### src/rtl/alu_fault_monitor.sv
// ALU fault monitor: a two-stage pipeline that counts checker errors per unit, logs fault
// records in a valid/ready FIFO and escalates OK -> FAULT -> LOCKED on sustained faults.
module alu_fault_monitor #(
    parameter int CNT_W       = 16,
    parameter int DEPTH       = 8,
    parameter int LOCK_THRESH = 4
) (
    input  logic             clock,
    input  logic             reset_n,
    input  logic             in_valid,
    input  logic [31:0]      a,
    input  logic [31:0]      b,
    input  logic             cin,
    input  logic [4:0]       ctrl_shiftamt,
    input  logic [31:0]      sum,
    input  logic [31:0]      sll_result,
    input  logic [31:0]      sra_result,
    input  logic             adder_error,
    input  logic             sll_error,
    input  logic             sra_error,
    input  logic             clear,
    input  logic             log_ready,
    output logic             log_valid,
    output logic [2:0]       log_mask,
    output logic [31:0]      log_a,
    output logic [31:0]      log_result,
    output logic [4:0]       log_shamt,
    output logic             log_overflow,
    output logic [CNT_W-1:0] add_err_cnt,
    output logic [CNT_W-1:0] sll_err_cnt,
    output logic [CNT_W-1:0] sra_err_cnt,
    output logic             fault_irq,
    output logic             alu_disable
);

    localparam int PTR_W = $clog2(DEPTH);
    localparam int CON_W = $clog2(LOCK_THRESH + 1);
    localparam logic [PTR_W:0]   FULL_CNT = (PTR_W + 1)'(DEPTH);
    localparam logic [CON_W-1:0] LOCK_CNT = CON_W'(LOCK_THRESH);

    typedef enum logic [1:0] {ST_OK, ST_FAULT, ST_LOCKED} state_t;

    typedef struct packed {
        logic [2:0]  mask;
        logic [31:0] a;
        logic [31:0] result;
        logic [4:0]  shamt;
    } rec_t;

    logic        r_s1_valid;
    logic [31:0] r_s1_a, r_s1_b, r_s1_sum, r_s1_sll, r_s1_sra;
    logic        r_s1_cin;
    logic [4:0]  r_s1_shamt;
    logic [2:0]  r_s1_mask;

    // NOTE: sequential state is assigned with <= so every flop samples pre-edge values.
    always_ff @(posedge clock or negedge reset_n) begin
        if (!reset_n) begin
            r_s1_valid <= 1'b0;
            r_s1_a     <= '0;
            r_s1_b     <= '0;
            r_s1_cin   <= 1'b0;
            r_s1_shamt <= '0;
            r_s1_sum   <= '0;
            r_s1_sll   <= '0;
            r_s1_sra   <= '0;
            r_s1_mask  <= '0;
        end else begin
            r_s1_valid <= in_valid && !clear;
            if (in_valid && !clear) begin
                r_s1_a     <= a;
                r_s1_b     <= b;
                r_s1_cin   <= cin;
                r_s1_shamt <= ctrl_shiftamt;
                r_s1_sum   <= sum;
                r_s1_sll   <= sll_result;
                r_s1_sra   <= sra_result;
                r_s1_mask  <= {sra_error, sll_error, adder_error};
            end
        end
    end

    // Operand B and carry-in are captured with the sample but no record field carries them.
    logic w_unused;
    assign w_unused = ^{r_s1_b, r_s1_cin};

    logic w_fault;
    rec_t w_rec;
    assign w_fault = r_s1_valid && (r_s1_mask != 3'b000);

    // NOTE: always_comb assigns a default first so no path can infer a latch.
    always_comb begin
        w_rec       = '0;
        w_rec.mask  = r_s1_mask;
        w_rec.a     = r_s1_a;
        w_rec.shamt = r_s1_shamt;
        if (r_s1_mask[0])      w_rec.result = r_s1_sum;
        else if (r_s1_mask[1]) w_rec.result = r_s1_sll;
        else                   w_rec.result = r_s1_sra;
    end

    rec_t             r_mem [DEPTH];
    rec_t             r_head, w_head_next;
    logic [PTR_W-1:0] r_rd_ptr, r_wr_ptr, w_rd_next;
    logic [PTR_W:0]   r_count, w_count_next, w_after_pop;
    logic             r_log_valid, r_overflow;
    logic             w_full, w_pop, w_push, w_drop;

    assign w_full       = (r_count == FULL_CNT);
    assign w_pop        = r_log_valid && log_ready && !clear;
    assign w_push       = w_fault && !clear && (!w_full || w_pop);
    assign w_drop       = w_fault && !clear && w_full && !w_pop;
    assign w_rd_next    = r_rd_ptr + PTR_W'(w_pop);
    assign w_after_pop  = r_count - (PTR_W + 1)'(w_pop);
    assign w_count_next = w_after_pop + (PTR_W + 1)'(w_push);

    // The head register bypasses the RAM when the incoming record becomes the new head.
    always_comb begin
        w_head_next = '0;
        if (w_count_next != '0) begin
            if (w_after_pop == '0) w_head_next = w_rec;
            else                   w_head_next = r_mem[w_rd_next];
        end
    end

    // NOTE: the log RAM has no reset; only pointers and count define which entries are live.
    always_ff @(posedge clock) begin
        if (w_push) r_mem[r_wr_ptr] <= w_rec;
    end

    always_ff @(posedge clock or negedge reset_n) begin
        if (!reset_n) begin
            r_rd_ptr    <= '0;
            r_wr_ptr    <= '0;
            r_count     <= '0;
            r_head      <= '0;
            r_log_valid <= 1'b0;
            r_overflow  <= 1'b0;
        end else if (clear) begin
            r_rd_ptr    <= '0;
            r_wr_ptr    <= '0;
            r_count     <= '0;
            r_head      <= '0;
            r_log_valid <= 1'b0;
            r_overflow  <= 1'b0;
        end else begin
            r_rd_ptr    <= w_rd_next;
            r_wr_ptr    <= r_wr_ptr + PTR_W'(w_push);
            r_count     <= w_count_next;
            r_head      <= w_head_next;
            r_log_valid <= (w_count_next != '0);
            if (w_drop) r_overflow <= 1'b1;
        end
    end

    logic [CNT_W-1:0] r_add_cnt, r_sll_cnt, r_sra_cnt;

    always_ff @(posedge clock or negedge reset_n) begin
        if (!reset_n) begin
            r_add_cnt <= '0;
            r_sll_cnt <= '0;
            r_sra_cnt <= '0;
        end else if (clear) begin
            r_add_cnt <= '0;
            r_sll_cnt <= '0;
            r_sra_cnt <= '0;
        end else if (r_s1_valid) begin
            if (r_s1_mask[0] && (r_add_cnt != '1)) r_add_cnt <= r_add_cnt + CNT_W'(1);
            if (r_s1_mask[1] && (r_sll_cnt != '1)) r_sll_cnt <= r_sll_cnt + CNT_W'(1);
            if (r_s1_mask[2] && (r_sra_cnt != '1)) r_sra_cnt <= r_sra_cnt + CNT_W'(1);
        end
    end

    state_t           r_state;
    logic [CON_W-1:0] r_consec, w_consec_next;
    logic             r_irq, r_disable;

    assign w_consec_next = (r_consec == LOCK_CNT) ? r_consec : r_consec + CON_W'(1);

    always_ff @(posedge clock or negedge reset_n) begin
        if (!reset_n) begin
            r_state   <= ST_OK;
            r_consec  <= '0;
            r_irq     <= 1'b0;
            r_disable <= 1'b0;
        end else if (clear) begin
            r_state   <= ST_OK;
            r_consec  <= '0;
            r_irq     <= 1'b0;
            r_disable <= 1'b0;
        end else if (r_s1_valid) begin
            r_consec <= w_fault ? w_consec_next : '0;
            case (r_state)
                ST_OK, ST_FAULT: begin
                    if (w_fault && (w_consec_next == LOCK_CNT)) begin
                        r_state   <= ST_LOCKED;
                        r_irq     <= 1'b1;
                        r_disable <= 1'b1;
                    end else if (w_fault) begin
                        r_state <= ST_FAULT;
                        r_irq   <= 1'b1;
                    end
                end
                ST_LOCKED: ;
                default: begin
                    r_state   <= ST_OK;
                    r_irq     <= 1'b0;
                    r_disable <= 1'b0;
                end
            endcase
        end
    end

    assign log_valid    = r_log_valid;
    assign log_mask     = r_head.mask;
    assign log_a        = r_head.a;
    assign log_result   = r_head.result;
    assign log_shamt    = r_head.shamt;
    assign log_overflow = r_overflow;
    assign add_err_cnt  = r_add_cnt;
    assign sll_err_cnt  = r_sll_cnt;
    assign sra_err_cnt  = r_sra_cnt;
    assign fault_irq    = r_irq;
    assign alu_disable  = r_disable;

endmodule
### config.mk
export PLATFORM = sky130hd
export DESIGN_NAME = alu_fault_monitor
export DESIGN_NICKNAME = d
export VERILOG_FILES = /design/src/rtl/alu_fault_monitor.sv
export SDC_FILE = /design/constraint.sdc
export NUM_CORES = 1
export LEC_CHECK = 0
export CORE_ASPECT_RATIO = 1.1
export CORE_MARGIN = 2
export CORE_UTILIZATION = 50
export CTS_CLUSTER_DIAMETER = 50
export CTS_CLUSTER_SIZE = 20
export DETAILED_ROUTE_END_ITERATION = 12
export PLACE_DENSITY = 0.78
export SLEW_MARGIN = 30
export SYNTH_ARGS = -nofsm -noshare
export SYNTH_HDL_FRONTEND = slang
export SYNTH_SLANG_ARGS = --single-unit
### constraint.sdc
create_clock -name clock -period 9.33 [get_ports clock]
set_input_delay 1.866 -clock clock [delete_from_list [all_inputs] [get_ports clock]]
set_output_delay 1.866 -clock clock [all_outputs]
set_load 0.02 [all_outputs]
After elaboration in Yosys (flattened, before gate mapping). Memories as Yosys holds them, arrays and structs flattened. Index checks and enable logic that the tools add are counted.

Add/sub/neg operators: 8. Multipliers: 0. Div/mod/pow operators: 0. Magnitude comparators: 0. Equality and inequality tests: 11. Shift-type cells: 0. Multiplexer cells: 40. Bitwise gates (word level): 0. Reductions and logical operators: 31.

Operators with widths (count): two-way mux 72 bit (3); two-way mux 16 bit (9); two-way mux 32 bit (2); adder 16 x 1 -> 16 bit, second input constant (3); inequality test 16 bit, second input constant (3); two-way mux 3 bit (6); logical AND 1 bit (12); two-way mux 1 bit (12); nonzero test 2 bit (5); two-way mux 2 bit (4); adder 3 x 1 -> 3 bit (2); equality test 3 bit, second input constant (2); AND reduction 2 bit (3); AND reduction 3 bit (2); adder 4 x 1 -> 4 bit (1); equality test 4 bit, second input constant (1); zero test 4 bit (1); two-way mux 4 bit (1); inequality test 4 bit, second input constant (1); one-hot mux 1 bit (2 select lines) (2); one-hot mux 2 bit (2 select lines) (1); nonzero test 4 bit (1); subtractor 4 x 1 -> 4 bit (1); adder 3 x 1 -> 3 bit, second input constant (1); other kinds (9) (11).

Register bits: 276. Latch bits: 0. RAM bits: 576. Memory bits (read-only): 0. Output and inout bits: 124. Logic and storage cells: 114. Memories: 1.

Memory list: r_mem (words 8, bits a word 72, read ports 1, clocked after Yosys merged registers in 0, wr ports 1, RTL line 102) `rec_t r_mem [DEPTH];`.

Longest topological paths before layout. Gate-level depths: netlist of run 1.

Depth in word-level cells: 8. Depth in mapped cells: 12. Gate-level depth less buffers: 9.

Worst setup path after synthesis of run 1. No wires, ideal clock.

Path kind: input to register. Start: input port clear. End: memory r_mem[2][0] (netlist name), enable pin. Setup time: 0.605 ns. Arrival: 7.962 ns. Data required time: 8.725 ns. Path slack: 0.763 ns. Stages on the path: 5. Buffers on the path: 0. Path through: and3b_1 nor4b_1 nor3_1 nand2b_1 nor3b_1.

Word-level cells in the longest chain between the ends: 6. Elaborated cells on any way between the ends: 7. Classes of those cells: mux: 2; reduce/logical: 5.

Ends and longest elaborated chain: from (decl) (RTL line 21) `input logic clear,`; zero test 1 bit * (RTL line 110, 111); logical AND 1 bit (RTL line 110) `assign w_pop = r_log_valid && log_ready && !clear;`; logical OR 1 bit (RTL line 111) `assign w_push = w_fault && !clear && (!w_full || w_pop);`; logical AND 1 bit * (RTL line 111); two-way mux 1 bit * (RTL line 128) `if (w_push) r_mem[r_wr_ptr] <= w_rec;`; two-way mux 1 bit (implied by the code) * (RTL line 128); to (decl) (RTL line 102).

Every way passes the cells marked *; elsewhere a longest branch is shown, timed or not.

Worst setup path after layout of run 1.
Start: input port clear. End: register r_head (netlist bit log_result[0]).

Word-level cells in the longest chain between the ends: 8. Elaborated cells on any way between the ends: 14. Classes of those cells: add/sub: 3; mux: 3; reduce/logical: 7; memory: 1.

Ends and longest elaborated chain: parallel branches: the longest is 7 deep, another holds subtractor 4 x 1 -> 4 bit; two-way mux 72 bit * (RTL line 139) `end else if (clear) begin`; to (signal assigned) (RTL line 150) `r_head <= w_head_next;`; to (decl) (RTL line 103) `rec_t r_head, w_head_next;`.

Mark *: on every way between the ends. A chain may end at the register's enable or synchronous reset.

==> metrics.cfg, run 1 <==
[detailed_routing]
ant_nets=0
wl_met2_um=39800
wl_um=78500
drc_errors=0
drt_iter0_drc=1903
via_per_inst=5.87
vias=20000
wl_met3_um=5660
routedWlPerCell_um=23.0
maxUsedRoutingLayer=met4
drt_first_pass_iters=5
wl_met1_um=30800

[floorplan]
num_io_pins=298
die_height_um=278
core-area_mm2=0.0676
fp.dieW_um=253
start_util_pct=50.4
fp.dieArea_mm2=0.0701
placement_rows=100

[sta]
max_freq_ghz=0.169
fin_skew_ns=0.0355
hold_violations=0
maxSlewViolCount=0
rsz0062_at_grt=no
final.min_clock_period_ns=5.92
max_slew.worst_pin.slew_ns=0.999
setup_slack_ns=3.41
fin_crit_sh_pct=63.4
maxSlewHeadroom_pct=33.4
fin_setup_tns_ns=0
finalSetupViolCount=0

[job]
maxCapViolCount=0

[global_routing]
grt_max_degree=131
grt_overflow=0
grt.total_usage_pct=22.4
first_global_vias=20700
grt_pass1_wl_um=119000
antenna_found_initial=2

[worst_setup_path]
critPathLaunchType=input pin
cp.arrival_ns=6.34
r2r_cells=9
cp-endpoint=log_result[0]
crit_start=clear
critPathMaxStageDelay_ns=0.78
reg2reg_slack_ns=4.88
worst-path-stages=12
r2r_end=log_result[0]
r2r-start=r_s1_valid
crit_type=in -> reg
worst-path-buf-inv=3
cp_common_cell=buf_4
cpMaxStageDelayCell=buf_4
critPathTopFamily=buffers and inverters
crit_required_ns=9.76
cp_max_fo=67
cp-end-kind=flip-flop
crit_chain=buf_2 -> buf_4 -> and3b_1 -> nor4b_1 -> nor3_1 -> ha_1 -> and4b_1 -> a2111o_1 -> o311ai_1 -> a31o_4 -> buf_4 -> a211oi_1

[cts]
cts_root_buf=clkbuf_16
cts_made_buffers=78
cts_resized=0
clock_path_buffers=3
cts_sinks=852
htree_num_levels=3
post_cts_buffers=0
cts_tree=yes
holdBufCountCts=0
clock_latency_ns=0.64
clk_pin_slew_ns=0.07

[synth]
synth_ff_type=edfxtp_1
synth_cells=2220
yosys_register_bits=852
synthesis.nets=2407
async_flop_share_pct=32.4
synthTopCellsByArea=edfxtp_1, dfrtp_1, mux2_2
syn_avg_cell_area_um2=15.3
yosys.cell_types.count=60
yosysMostFrequentCell=edfxtp_1
synthTopCellsByCount=edfxtp_1, nand2_1, dfrtp_1
ys_seq_area_share_pct=71.1
synthesis.area_mm2=0.0340
synth.top_cell.area_share_pct=50.8
yosysTopAreaCell=edfxtp_1
ys.warnings.count=0
synth_edf_count=576

[min_path]
hold_path_class=reg -> reg

[power_and_ir_drop]
leakage_nw=14.2
p_per_area_mw_per_mm2=233
peakVddDrop_mv=0.238

[finish]
final_nets=2661
area_growth_pct=18.8
final_util_pct=59.8
layout-drive-gt1-share_pct=18.1
nFillCells=4916

[status]
status=finished clean

[placement]
gp_congestion=0.822
post-place-ws_ns=2.76
dp_hpwl_um=43700
io_buffers=264

==> metal layers <==
metal  vias to the layer above  track usage, %
met3                       136            4.28
met1                     10200            28.8
li1                       8851               -
met4                         0            8.34
met5                         -               0
met2                       847            38.0
==> layout make-up <==
class | instances | area [µm²] | share of cell area (%)
Sequential cell | 852 | 24200 | 59.9
Multi-Input combinational cell | 1222 | 9220 | 22.8
Timing Repair Buffer | 307 | 3070 | 7.59
Clock buffer | 90 | 2100 | 5.20
Tap cell | 867 | 1080 | 2.68
Clock inverter | 56 | 697 | 1.72
Inverter | 13 | 48.8 | 0.121
Antenna cell | 2 | 5.00 | 0.0124
==> cell families (layout without fill, tap and decap cells) <==
kind of cell,Yosys count,after routing,share of synthesized area [%]
AND/OR/NAND/NOR,664,664,8.82
other,0,2,0
buffers and inverters,146,466,2.22
multiplexers,305,305,11.8
XOR/XNOR,39,39,1.00
AO/OA/AOI/OAI,201,201,4.51
flip-flops,852,852,71.1
adder cells (fa/ha/maj),13,13,0.478
==> worst register-to-register path, delay by kind of cell (launching register included) <==
kind | cells | cell delay [ns]
AOI/OAI and AO/OA | 5 | 1.62
DFF | 1 | 0.81
buffers and inverters | 1 | 0.79
adders and majority gates | 1 | 0.32
and+or+nand+nor | 2 | 0.74
==> state kept, by name, indices dropped and copies added, names as in the netlist, 2 cells and up <==
name	cells
log_mask	3
r_rd_ptr	3
r_consec	3
r_s1_sll	32
r_wr_ptr	3
log_shamt	5
r_state	2
r_s1_mask	3
r_count	4
sll_err_cnt	16
r_s1_sum	32
log_a	32
sra_err_cnt	16
r_s1_a	32
log_result	32
r_s1_sra	32
r_s1_shamt	5
add_err_cnt	16
r_mem	576
==> per-stage QoR <==
step | area (µm²) | std cells | hold slack [ns] | power (W)
final | 40400 | 3409 | 0.503 | 0.00940
after global placement | 37500 | 3257 | 0.487 | 0.00602
after CTS | 40400 | 3406 | 0.507 | 0.00948
after floorplan | 34000 | 2220 | 0.480 | 0.00547
after global routing | 40400 | 3409 | 0.521 | 0.00975
after detailed placement | 37600 | 3260 | 0.491 | 0.00608
==> how the worst min path moves through the flow <==
stage	depth (start not counted)	end	from
2_1_floorplan	1	r_s1_sra[28]	r_s1_sra[28]
3_3_place_gp	2	log_overflow	log_overflow
3_5_place_dp	2	log_overflow	log_overflow
4_1_cts	2	log_overflow	log_overflow
5_1_grt	1	r_s1_sra[19]	r_s1_sra[19]
6_report	2	log_overflow	log_overflow
==> power by group <==
part           leakage, nW  switching (W)  internal, W
sequential            8.72       0.000170      0.00437
clock                 1.37        0.00156      0.00183
combinational         4.13       0.000899     0.000564
==> placed cells by master, fill, tap and decap left out, types with 4 or more instances in the layout <==
cell type | synthesis | layout
mux4_2 | 64 | 64
buf_16 | 0 | 4
o21ai_1 | 0 | 25
mux2i_1 | 105 | 105
or3_1 | 5 | 5
nand2_1 | 335 | 335
nor3b_2 | 0 | 4
bufinv_16 | 0 | 4
mux2_2 | 136 | 136
nand3_1 | 102 | 101
clkbuf_16 | 0 | 83
o21ai_0 | 45 | 20
edfxtp_1 | 576 | 576
a211oi_2 | 29 | 29
clkbuf_1 | 67 | 7
inv_6 | 0 | 15
xor2_1 | 8 | 7
clkinv_2 | 0 | 5
dfrtp_1 | 276 | 274
a21oi_2 | 16 | 16
nor2_1 | 91 | 88
ha_1 | 13 | 11
a21oi_1 | 39 | 39
and4_1 | 8 | 8
clkdlybuf4s50_1 | 0 | 262
buf_4 | 8 | 35
inv_1 | 12 | 12
a211oi_1 | 5 | 5
o31ai_1 | 4 | 4
inv_8 | 0 | 10
nor3_1 | 16 | 14
a32oi_1 | 40 | 40
clkinv_8 | 0 | 11
nor4_1 | 13 | 13
nand4_1 | 53 | 53
nor2b_1 | 13 | 10
a31oi_1 | 4 | 4
clkinv_4 | 0 | 6
xnor2_1 | 31 | 30
Note: power is estimated with default switching activity, not from simulation.
==> run 2, diff against run 1 <==
PLACE_DENSITY = 0.8   (was 0.78)
clock period = 5.42 ns   (was 9.33 ns; I/O delays follow)
==> metrics.cfg, run 2 (synthesis gave the netlist of run 1 again) <==
[status]
status=finished clean

[detailed_routing]
drt_iter0_drc=1715  ; -9.9%
vias=20000  ; +0.050%
ant_nets=0  ; unchanged
drc_errors=0  ; unchanged
drt_first_pass_iters=8  ; +3
via_per_inst=5.87  ; about the same
routedWlPerCell_um=22.9  ; -0.65%
wl_um=78000  ; -0.59%

[cts]
cts_sinks=852  ; unchanged
holdBufCountCts=0  ; unchanged
htree_num_levels=3  ; unchanged
clock_latency_ns=0.65  ; about the same
cts_made_buffers=79  ; +1.3%
post_cts_buffers=0  ; unchanged
clock_path_buffers=3  ; unchanged
cts_resized=0  ; unchanged
cts_root_buf=clkbuf_16
clk_pin_slew_ns=0.07  ; about the same
cts_tree=yes

[floorplan]
num_io_pins=298  ; unchanged
start_util_pct=50.4  ; unchanged
fp.dieW_um=253  ; unchanged
fp.dieArea_mm2=0.0701  ; unchanged
die_height_um=278  ; unchanged
placement_rows=100  ; unchanged
core-area_mm2=0.0676  ; unchanged

[sta]
maxSlewViolCount=0  ; unchanged
rsz0062_at_grt=no
max_freq_ghz=0.252
whs_ns=0.403  ; -0.0997 ns
max_slew.worst_pin.slew_ns=1.02  ; +0.0236 ns
fin_skew_ns=0.0405  ; +0.00502 ns
hold_violations=0  ; unchanged
fin_crit_sh_pct=73.1
final.min_clock_period_ns=3.96
finalSetupViolCount=0  ; unchanged
maxSlewHeadroom_pct=31.1  ; -2.3 points

[finish]
largest_reg_flops=576  ; unchanged
top_register=r_mem
layout-drive-gt1-share_pct=18.2  ; +0.10 points
final_common_cell=edfxtp_1
layout_common_cells=edfxtp_1, nand2_1, dfrtp_1
nFillCells=4872  ; -0.90%
final_nets=2664  ; +0.11%
area_growth_pct=19.1
design_area_mm2=0.0405  ; +0.20%

[worst_setup_path]
crit_required_ns=5.94  ; -3.82 ns
crit_type=in -> reg
cp.arrival_ns=4.48  ; -1.86 ns
cp_max_fo=22  ; -67%
critPathLaunchType=input pin
cp-end-kind=flip-flop

[global_routing]
grt_pass1_wl_um=120000  ; about the same
grt_overflow=0  ; unchanged
first_global_vias=20600  ; -0.91%
grt_max_degree=138  ; +5.3%
antenna_found_initial=3  ; +1
grt.total_usage_pct=22.3  ; -0.13 points

[job]
maxCapViolCount=0  ; unchanged

[placement]
gp_congestion=0.828  ; +0.77%
io_buffers=264  ; unchanged
dpl_cell_area_mm2=0.0377  ; +0.17%
dp_hpwl_um=44700  ; +2.3%

[power_and_ir_drop]
peakVddDrop_mv=0.262  ; +9.9%
p_per_area_mw_per_mm2=400  ; +72%
leakage_nw=14.2  ; +0.12%

[min_path]
hold_path_class=in -> async

run 2: cell count changes in the layout (fill, tap and decap cells not counted), moves of 4 or more:
cell,delta
clkinv_2,-4
clkinv_8,+4
buf_12,+9
clkbuf_16,-4
run 2: stage by stage:
step | instances | TNS, ns | total power [W] | utilization, % | setup slack, ns
finish | 3411 | 0 | 0.0162 | 60.0 | 1.46
global route | 3411 | 0 | 0.0168 | 60.0 | 1.26
CTS | 3408 | 0 | 0.0163 | 59.9 | 1.43
detailed placement | 3262 | 0 | 0.0105 | 55.7 | 0.747
global placement | 3262 | 0 | 0.0104 | 55.7 | 0.781
floorplan | 2220 | -957.10 | 0.00942 | - | -2.37
run 2: layout make-up:
type,instances,area (µm²),share of cell area (%)
Clock buffer,86,2010,4.97
Timing Repair Buffer,309,3130,7.71
Clock inverter,60,810,2.00
Inverter,13,48.8,0.120
Antenna cell,2,5.00,0.0124
Tap cell,867,1080,2.68
Sequential cell,852,24200,59.7
Multi-Input combinational cell,1222,9220,22.8
run 2: power breakdown:
part           leakage, nW  internal (W)  total (W)  switching [W]
sequential            8.72       0.00752    0.00781       0.000290
clock                 1.36       0.00303    0.00585        0.00283
combinational         4.15       0.00100    0.00255        0.00155
run 2: worst max-delay path, stage by stage:
cell,delay (ns)
clkdlybuf4s50_1,0.39
and3b_1,0.26
nor4b_1,0.44
nor3_1,0.20
ha_1,0.32
and4b_1,0.24
a2111o_1,0.38
o311ai_1,0.13
a31o_4,0.63
buf_4,0.33
a21oi_1,0.06
run 2: path summary, 6_finish.rpt:
kind                               from        endpoint  slack, ns  cells past startpoint
hold reg to reg            r_s1_sra[19]    r_s1_sra[19]       0.51                      1
setup reg to reg             r_s1_valid    log_shamt[4]       1.61                      9
hold / removal                  reset_n  log_result[16]       0.40                      1
max in group asynchronous       reset_n       r_s1_a[0]       3.71                      2
setup / recovery              log_ready    log_shamt[4]       1.46                     11
min in group clock         r_s1_sra[19]    r_s1_sra[19]       0.51                      1
run 2: layer usage:
metal | vias to the layer above | share of wire (%) | track usage (%)
met5 | - | 0 | 0
met1 | 10200 | 39 | 29.1
met2 | 853 | 51 | 37.8
met4 | 0 | 2.7 | 7.63
met3 | 122 | 7.7 | 4.01
li1 | 8875 | - | -
==> RTL edit 1, RTL diff (config.mk and constraints of run 1) <==
Re-encode `state_t` (3 states) as one-hot, 3 bits wide.
--- a/src/rtl/alu_fault_monitor.sv
+++ b/src/rtl/alu_fault_monitor.sv
@@ -40,3 +40,3 @@
 
-    typedef enum logic [1:0] {ST_OK, ST_FAULT, ST_LOCKED} state_t;
+    typedef enum logic [2:0] {ST_OK = 3'b001, ST_FAULT = 3'b010, ST_LOCKED = 3'b100} state_t;
 
Formal check against the unedited RTL: same outputs for any inputs over 4 cycles, from zero or initial values and one cycle with reset_n low; so few cycles prove little.
==> RTL edit 1 against run 1 <==
Wire length fell by 0.53%; register-to-register slack better by 0.13 ns; die area is essentially flat; sequential cell count is 1 higher; area after synthesis about the same; clock power fell by 7.6%; total power fell by 3.0%; worst setup slack better by 0.60 ns; design area shrank 0.88%; global-route usage decreased by 0.11 points; largest power group unchanged; highest routed layer unchanged.
==> RTL edit 1: results (changes against run 1) <==
status complete, no violations (unchanged); diode count 0 (was 2); # nets final 2664 (was 2661); Via density 5.83 (was 5.87); first-pass GRT wire length 119 mm (about the same); Setup WS post-layout 4.01 ns (was 3.41 ns); share of flip-flops with an asynchronous set or reset 32.5% (was 32.4%); Post-DP Area 37500 µm² (was 37600 µm²); crit-path max FO 38 (was 67); drt first pass iters 6 (was 5); largest net degree at the start of global routing 117 (was 131); clk_skew 0.0426 ns (was 0.0355 ns); I/O Buffers 264 (unchanged); layout cells sized above 1 16.5% (was 18.1%); EDFF count, synth 576 (unchanged); CP max stage delay 0.70 ns (was 0.78 ns); Leak Pwr 14.0 nW (was 14.2 nW); met2 Use GR 37.7% (was 38.0%); post-synthesis sequential area ratio 71.3% (was 71.1%); IR Drop Worst-Case VDD 136 µV (was 238 µV); r2r setup slk 5.01 ns (was 4.88 ns); PostCTS Resize Cnt 0 (unchanged); Mapped Area 34000 µm² (about the same); crit-path leading delay family compound AO/OA/AOI/OAI gates (was buffers and inverters); transition time of the tightest slew-check pin 0.925 ns (was 0.999 ns); synth unique cells 59 (was 60); Mapped Nets 2418 (was 2407); grt met3 use 3.95% (was 4.28%); First DRT Iteration DRCs 1673 (was 1903); Placer Congestion 0.831 (was 0.822); Post-synth top cells edfxtp_1 (576), nand2_1 (336), dfrtp_1 (276), mux2_2 (137), mux2i_1 (106) (was edfxtp_1 (576), nand2_1 (335), dfrtp_1 (276), mux2_2 (136), mux2i_1 (105)); CTS buffer count 74 (was 78); initial antenna violation count 0 (was 2); CP arrival 5.78 ns (was 6.34 ns); vias in the first global route 20.6k (was 20.7k); Post-Place Setup Slack 3.34 ns (was 2.76 ns)
==> RTL edit 1: per-stage QoR <==
step	util (%)	instances	hold slack (ns)
3_3_place_gp	55.6	3267	0.489
2_1_floorplan	-	2231	0.480
3_5_place_dp	55.6	3268	0.494
6_report	59.4	3406	0.508
4_1_cts	59.4	3406	0.513
5_1_grt	59.4	3406	0.515
==> RTL edit 1: area by class of cell <==
cell class,count,area [µm²]
Fill cell,4917,27400
Sequential cell,853,24200
Multi-Input combinational cell,1233,9200
Timing Repair Buffer,301,2980
Clock buffer,87,1910
Tap cell,867,1080
Clock inverter,51,622
Inverter,14,52.6
==> RTL edit 1: where the power goes <==
part	switching (W)	internal [W]
Combinational	0.000883	0.000553
Sequential	0.000164	0.00438
Clock	0.00152	0.00162
Total	0.00256	0.00655
==> RTL edit 1: metal layers <==
layer,up-vias,wire length [µm]
li1,8844,-
met1,10107,31200
met2,787,39200
met3,134,5800
met4,0,1890
met5,-,0
==> RTL edit 1: cell families (layout without fill, tap and decap cells) <==
| logic type | after synthesis | count (layout) | share of synthesized area (%) |
|---|---|---|---|
| flops | 853 | 853 | 71.3 |
| simple gates | 679 | 679 | 9.09 |
| mux | 307 | 307 | 11.9 |
| compound gates | 193 | 193 | 4.07 |
| buf+inv | 145 | 453 | 2.12 |
| xor+xnor | 41 | 41 | 1.06 |
| fa+ha+maj | 13 | 13 | 0.478 |
==> RTL edit 1: worst register-to-register path, stage by stage (launching register included) <==
cell,delay [ns]
dfrtp_1,0.73
or3_1,0.28
nand2_1,0.10
nor3_1,0.52
ha_1,0.32
and4b_1,0.25
a21oi_1,0.05
o311ai_1,0.39
a31o_4,0.68
buf_4,0.71
a211oi_1,0.14
==> RTL edit 1: final timing paths <==
| check | startpoint | to | cells past startpoint |
|---|---|---|---|
| setup reg to reg | r_s1_mask[2] | log_result[1] | 10 |
| hold reg to reg | log_overflow | log_overflow | 2 |
| max in group asynchronous | reset_n | sll_err_cnt[4] | 2 |
| min in group asynchronous | reset_n | r_s1_a[9] | 1 |
| hold / removal | log_overflow | log_overflow | 2 |
| setup / recovery | log_ready | log_result[1] | 11 |
==> RTL edit 2, RTL diff (config.mk and constraints of run 1) <==
Made on the original files. Change the parameter `CNT_W` from 16 to 24.
--- a/src/rtl/alu_fault_monitor.sv
+++ b/src/rtl/alu_fault_monitor.sv
@@ -3,3 +3,3 @@
 module alu_fault_monitor #(
-    parameter int CNT_W       = 16,
+    parameter int CNT_W       = 24,
     parameter int DEPTH       = 8,
Ports: changed (resized add_err_cnt, sll_err_cnt and sra_err_cnt); port bits go from 298 to 322. No check against the original RTL was run, so the function may have changed too.
==> RTL edit 2 against run 1 <==
Wire length is 3.7% higher; via count is 5.3% higher; design area is 4.0% higher; total power is 1.9% higher; sequential cell count is 24 higher; sequential power is 2% higher; hold slack worse by 0.0036 ns; worst setup slack better by 0.57 ns; final cell count is 6.6% higher; global-route usage is 0.086 points higher; utilization is 0.85 points higher; maximum frequency is 11% higher; area after synthesis is 3.1% higher; largest power group unchanged.
==> RTL edit 2: results (changes against run 1) <==
clock sink count 876 (was 852); Plain + repair buffers 328 (was 307); First DRT Iteration DRCs 1838 (was 1903); layout cells sized above 1 15.6% (was 18.1%); vias in the first global route 21.6k (was 20.7k); Post-DP Area 39000 µm² (was 37600 µm²); Seq. cell area 24800 µm² (was 24200 µm²); adder-cell area share of the yosys netlist 0.464% (was 0.478%); met2 wire length 40.5 mm (was 39.8 mm); Mapped Nets 2552 (was 2407); Total Routing Usage GR 22.5% (was 22.4%); sequential cell power 0.00463 W (was 0.00454 W); Routed met1 length 32.8 mm (was 30.8 mm); IR Drop Worst-Case VDD 157 µV (was 238 µV); Compound-Gate Fraction of Synth Area 4.24% (was 4.51%); diode count 4 (was 2); met2 Use GR 37.8% (was 38.0%); Post-synth top cells edfxtp_1 (576), nand2_1 (339), dfrtp_1 (300), mux2_2 (138), nor2_1 (113) (was edfxtp_1 (576), nand2_1 (335), dfrtp_1 (276), mux2_2 (136), mux2i_1 (105)); final WL 81.4 mm (was 78.5 mm); Sw Ratio 27.6% (was 28.0%); Placer Congestion 0.851 (was 0.822); area delta synth->final 19.8% (was 18.8%); hpwl dp 45.8 mm (was 43.7 mm); Area contributors post-synth edfxtp_1 (49%), dfrtp_1 (21%), mux2_2 (4.4%) (was edfxtp_1 (51%), dfrtp_1 (20%), mux2_2 (4.5%)); CP arrival 5.77 ns (was 6.34 ns); Clock-cell share 7.00% (was 6.93%); Slew HR 32.5% (was 33.4%); Clk pwr share 37.1% (was 36.2%); clk_skew 0.0394 ns (was 0.0355 ns); status complete, no violations (unchanged); GR Util met1 29.9% (was 28.8%); tap cells 927 (was 867); mux contribution to synthesized area 11.8% (about the same); largest net degree at the start of global routing 161 (was 131); inverter count 18 (was 13); post-synthesis xor/xnor area fraction 1.37% (was 1.00%); Placed Cells 3476 (was 3260); fraction of area in multi-input gates 23.3% (was 22.8%); CLK BUF 87 (was 90); multi-input gates 1329 (was 1222); crit-path max FO 48 (was 67); clk pwr 0.00356 W (was 0.00340 W); first-pass GRT wire length 126 mm (was 119 mm); via count 21.1k (was 20.0k)
==> RTL edit 2: changes by cell type in the layout (fill, tap and decap cells not counted), moves of 22 or more <==
cell / change
dfrtp_1: +24
a211oi_2: -29
nor2_1: +22
clkdlybuf4s50_1: +24
a211oi_1: +44
a21oi_1: +23
==> RTL edit 2: final timing paths <==
path                                   to  slack (ns)    startpoint  cells after the start
setup / recovery           log_result[20]        3.99     log_ready                     11
hold / removal               log_overflow        0.50  log_overflow                      2
hold reg to reg              log_overflow        0.50  log_overflow                      2
max in group asynchronous  sll_err_cnt[0]        6.43       reset_n                      3
setup reg to reg           log_result[20]        5.10  r_s1_mask[2]                      9
min in group asynchronous      r_s1_a[10]        1.27       reset_n                      1
==> RTL edit 2: worst max-delay path: stages <==
cell	delay (ns)
clkdlybuf4s50_1	0.40
and3b_1	0.26
nor4b_1	0.48
nor3_1	0.21
ha_1	0.30
and4b_1	0.25
a2111o_1	0.38
o311ai_1	0.15
a31o_4	0.54
buf_4	0.72
a211oi_1	0.18
